$ cat src/rtl/operand_regfile.sv
// operand_regfile: 2-read/1-write register file feeding the ALU operands, r0 hardwired to zero.
// Optional write-through bypass on both read ports when REGFILE_BYPASS_EN is defined.
module operand_regfile #(
    parameter int DATA_WIDTH = 32,
    parameter int ADDR_WIDTH = 5
) (
    input  logic                  clock,
    input  logic                  ctrl_reset,
    input  logic                  ctrl_writeEnable,
    input  logic [ADDR_WIDTH-1:0] ctrl_writeReg,
    input  logic [DATA_WIDTH-1:0] data_writeReg,
    input  logic [ADDR_WIDTH-1:0] ctrl_readRegA,
    input  logic [ADDR_WIDTH-1:0] ctrl_readRegB,
    output logic [DATA_WIDTH-1:0] data_readRegA,
    output logic [DATA_WIDTH-1:0] data_readRegB
);
    localparam int NREG = 1 << ADDR_WIDTH;

    // r0 has no storage; the array starts at r1
    logic [DATA_WIDTH-1:0] regs_q [1:NREG-1];
    logic [DATA_WIDTH-1:0] regs_d [1:NREG-1];
    logic                  wr_en;
    logic [DATA_WIDTH-1:0] stored_a, stored_b;

    assign wr_en = ctrl_writeEnable && !ctrl_reset && (ctrl_writeReg != '0);

    always_comb begin
        for (int i = 1; i < NREG; i++)
            regs_d[i] = ctrl_reset ? '0
                      : (wr_en && ctrl_writeReg == ADDR_WIDTH'(i)) ? data_writeReg
                      : regs_q[i];
    end

    always_ff @(posedge clock) begin
        regs_q <= regs_d;
    end

    assign stored_a = (ctrl_readRegA == '0) ? '0 : regs_q[ctrl_readRegA];
    assign stored_b = (ctrl_readRegB == '0) ? '0 : regs_q[ctrl_readRegB];

`ifdef REGFILE_BYPASS_EN
    assign data_readRegA = (wr_en && ctrl_writeReg == ctrl_readRegA) ? data_writeReg : stored_a;
    assign data_readRegB = (wr_en && ctrl_writeReg == ctrl_readRegB) ? data_writeReg : stored_b;
`else
    assign data_readRegA = stored_a;
    assign data_readRegB = stored_b;
`endif
endmodule

$ cat config.mk
export PLATFORM = sky130hd
export DESIGN_NAME = operand_regfile
export DESIGN_NICKNAME = d
export VERILOG_FILES = /design/src/rtl/operand_regfile.sv
export SDC_FILE = /design/constraint.sdc
export NUM_CORES = 2
export LEC_CHECK = 0
export BUFFER_PORTS_ARGS = -buffer_cell sky130_fd_sc_hd__buf_4
export CAP_MARGIN = 40
export CORE_ASPECT_RATIO = 1.5
export CORE_MARGIN = 2
export CORE_UTILIZATION = 25
export CTS_CLUSTER_SIZE = 25
export DETAILED_ROUTE_END_ITERATION = 10
export GPL_ROUTABILITY_DRIVEN = 0
export PLACE_DENSITY_LB_ADDON = 0.25
export REMOVE_ABC_BUFFERS = 1
export SLEW_MARGIN = 30
export SYNTH_ARGS = -nofsm -noshare
export SYNTH_HDL_FRONTEND = slang
export SYNTH_SLANG_ARGS = --single-unit
export TNS_END_PERCENT = 100
$ cat constraint.sdc
create_clock -name clock -period 4.5 [get_ports clock]
set_input_delay 0 -clock clock [delete_from_list [all_inputs] [get_ports clock]]
set_output_delay 0 -clock clock [all_outputs]
set_load 0.05 [all_outputs]
==> run summary <==
## GRT
• number of global-route vias before repair: 44200
• gr ovfl total: 0
• GRT Resource Usage Total: 0.232
• largest net degree at the start of global routing: 220
• wire length of the first global-routing pass: 338000 um
• initial antenna violation count: 11

## Power
• switching power total: 0.00535 W
• Leakage Power: 18.2 nW
• switching power as a share of total power: 0.272
• worst ir drop on vdd: 0.000277 V
• part of the total power dissipated in sequential elements: 0.450
• share of total power in the clock network: 0.458
• cell-internal power: 0.0143 W
• Combinational Power Share: 0.092
• Pwr per Cell Area: 342 nW/um^2

## Cells and area
• largest registers in the final layout: regs_q x992
• commonest non-fill, non-tap cells in the layout: nand2_1, a21oi_1, dfxtp_1
• final standard cell utilization of the core: 0.293
• relative area change from synthesis to final layout: 16.4%
• Top reg by flops: regs_q
• Post-Layout Inst Area: 57500 um^2
• layout cells sized above 1: 0.178
• leading cell type in the layout, fill and taps excluded: nand2_1
• Largest register FFs: 992
• Layout Nets: 5689

## Outcome
• status: complete, no violations

## Worst setup path
• Reg2Reg Launch Point: regs_q[4]
• reg-to-reg setup timing slack: 3310 ps
• Worst path slowest cell: dlygate4sd3_1
• Worst Path Arrival: 3740 ps
• most frequent cell on the critical path: dlygate4sd3_1
• critical path startpoint category: input port
• category of the worst setup path capture point: register
• required time at the endpoint of the critical path: 5150 ps
• cells along the critical path: dlygate4sd3_1 -> buf_8 -> or3b_4 -> or4_4 -> dlygate4sd3_1 -> nor2_4 -> buf_4 -> nand2_1 -> a21oi_1
• critical path startpoint: ctrl_reset
• Critical Path Max Stage Delay: 680 ps
• capture instance of the worst register-to-register path: regs_q[4]
• CP Class: input port to register
• largest fanout on the critical path: 59
• number of cells traversed by the worst register-to-register path: 3
• Critical Path End: regs_q[612]

## Yosys
• count of cell types in the netlist: 42
• post-synthesis sequential area ratio: 0.402
• post-synthesis instance area: 49400 um^2
• warning count from the yosys run: 0
• average size of a mapped cell: 8.53 um^2
• post-synthesis cell count: 5797
• share of Yosys cell area claimed by the top area cell type: 0.402
• Post-synth EDFFs: 0
• number of synthesized register bits: 992
• Main synth FF type: dfxtp_1
• fraction of registers with async set or reset after synthesis: 0
• dominant cell type by area after synthesis: dfxtp_1
• largest cells by area after synthesis: dfxtp_1, mux4_2, nand2_1

## Timing
• max-slew violation total from the final report: 0
• maximum operating frequency: 0.324 GHz
• share of the clock period used by the worst path after layout: 0.686
• hold violation count in the final report: 0
• final setup violating endpoints: 0
• setup repair after global routing missed its margin: no
• clock skew: 0 ps
• Worst slew margin: 0.364
• final critical-path required period: 3090 ps
• worst slew pin tran: 955 ps
• setup_tns: 0 ps

## Detailed routing
• WL met1: 88200 um
• ratio of routed vias to standard cells: 5.51
• vias after detailed routing: 45900
• DRC violation count after routing: 0
• post-route ant nets: 0
• met3 wire length: 19400 um
• final wirelength: 242000 um
• drt wl/cell: 29.1 um
• count of routing violations after the opening detailed-route iteration: 4929
• Routed met2 length: 114000 um
• iteration count of the initial detailed-routing pass: 6
• top layer in use: met5

## Placement
• Final HPWL DP: 153000 um
• total of buffers placed on input and output ports: 113
• instance area at placement: 53600 um^2

## Clock network
• clock net sink count: 992
• Skew-Pair Late Insertion Delay: 740 ps
• clock buffers created by TritonCTS: 97
• clock root buffer master: clkbuf_16
• post-CTS setup repair buffer count: 0
• clock tree from TritonCTS: built
• maximum clock path buffer count: 3
• Max H-tree Level: 3
• clock edge transition at the registers on the reported setup and hold paths: 70 ps

## Die
• core area: 196000 um^2
• die outline area: 201000 um^2
• floorplan die height: 549 um
• I/O pin count: 114
• Die X: 367 um
• starting density of the core: 0.252
• Placement Rows: 199

## Min path
• classification of the worst-slack hold path: input port to register
• hold path startpoint: ctrl_writeReg[3]

## Job
• number of max-capacitance violations reported: 0

timing repair:
action                    4_1_cts  5_1_grt
gates resized for setup         0        0
hold endpoints to repair      992        0
hold buffers                   38        0
final cells by class:
| type | count | area (um^2) |
|---|---|---|
| clock buffer | 134 | 2860 |
| tap | 2613 | 3270 |
| timing repair buffer | 336 | 3430 |
| sequential | 992 | 19900 |
| multi-input combinational | 4210 | 27500 |
| fill | 20700 | 139000 |
| clock inverter | 46 | 573 |
| antenna | 3 | 7.51 |
| inverter | 2 | 7.51 |
how the worst min path moves through the flow:
| stage | endpoint | slack (ps) | depth (start not counted) |
|---|---|---|---|
| after detailed placement | regs_q[4] | 410 | 2 |
| after global placement | regs_q[4] | 400 | 2 |
| after global routing | regs_q[969] | 80 | 5 |
| after CTS | regs_q[780] | 20 | 5 |
| final | regs_q[780] | 60 | 5 |
| after floorplan | regs_q[0] | 70 | 1 |
cell families after synthesis:
kind of cell,count (synthesis),synth area share
simple gates,2266,0.178
compound gates,1375,0.157
flops,992,0.402
buf+inv,595,0.0491
mux,569,0.214
Yosys cell counts (9+ instances only):
cell,count
nor2_1,106
o22ai_1,39
a22oi_1,151
nand4_1,11
nor3_1,24
mux2_2,79
o211ai_1,33
buf_1,11
buf_2,92
buf_4,21
a221oi_1,77
or2_2,9
mux2i_1,108
dfxtp_1,992
nand3_1,39
nor2b_1,19
a211oi_1,9
o21ai_0,38
mux4_2,382
nand2b_1,11
a21oi_1,1004
nand2_1,2025
clkbuf_1,469
per-layer routing:
| metal | GRT usage | up-vias |
|---|---|---|
| met5 | 0.00475 | - |
| met4 | 0.165 | 18 |
| met3 | 0.0467 | 831 |
| met2 | 0.387 | 2416 |
| met1 | 0.266 | 22700 |
| li1 | - | 19900 |
metrics by stage:
stage          setup WS [ps]  power, W  hold WS, ps  cells
2_1_floorplan           1910   0.00962         69.1   5204
3_3_place_gp            1570    0.0108          403   8083
3_5_place_dp            1640    0.0108          410   8112
4_1_cts                 1500    0.0198         17.0   8330
5_1_grt                 1360    0.0201         78.3   8334
6_report                1410    0.0197         59.6   8336
critical path: cells and delay by family:
family	cells	cell delay, ps
AO/OA/AOI/OAI	1	130
buffers and inverters	4	1960
AND/OR/NAND/NOR	4	1510
power by group through the flow:
stage               clock network, W  registers (W)  logic (W)
CTS                          0.00914        0.00884    0.00179
finish                       0.00900        0.00884    0.00181
global route                 0.00941        0.00884    0.00186
floorplan                          0        0.00903   0.000590
detailed placement                 0        0.00904    0.00176
global placement                   0        0.00904    0.00173
No activity file was read; power rests on OpenSTA's default activity.
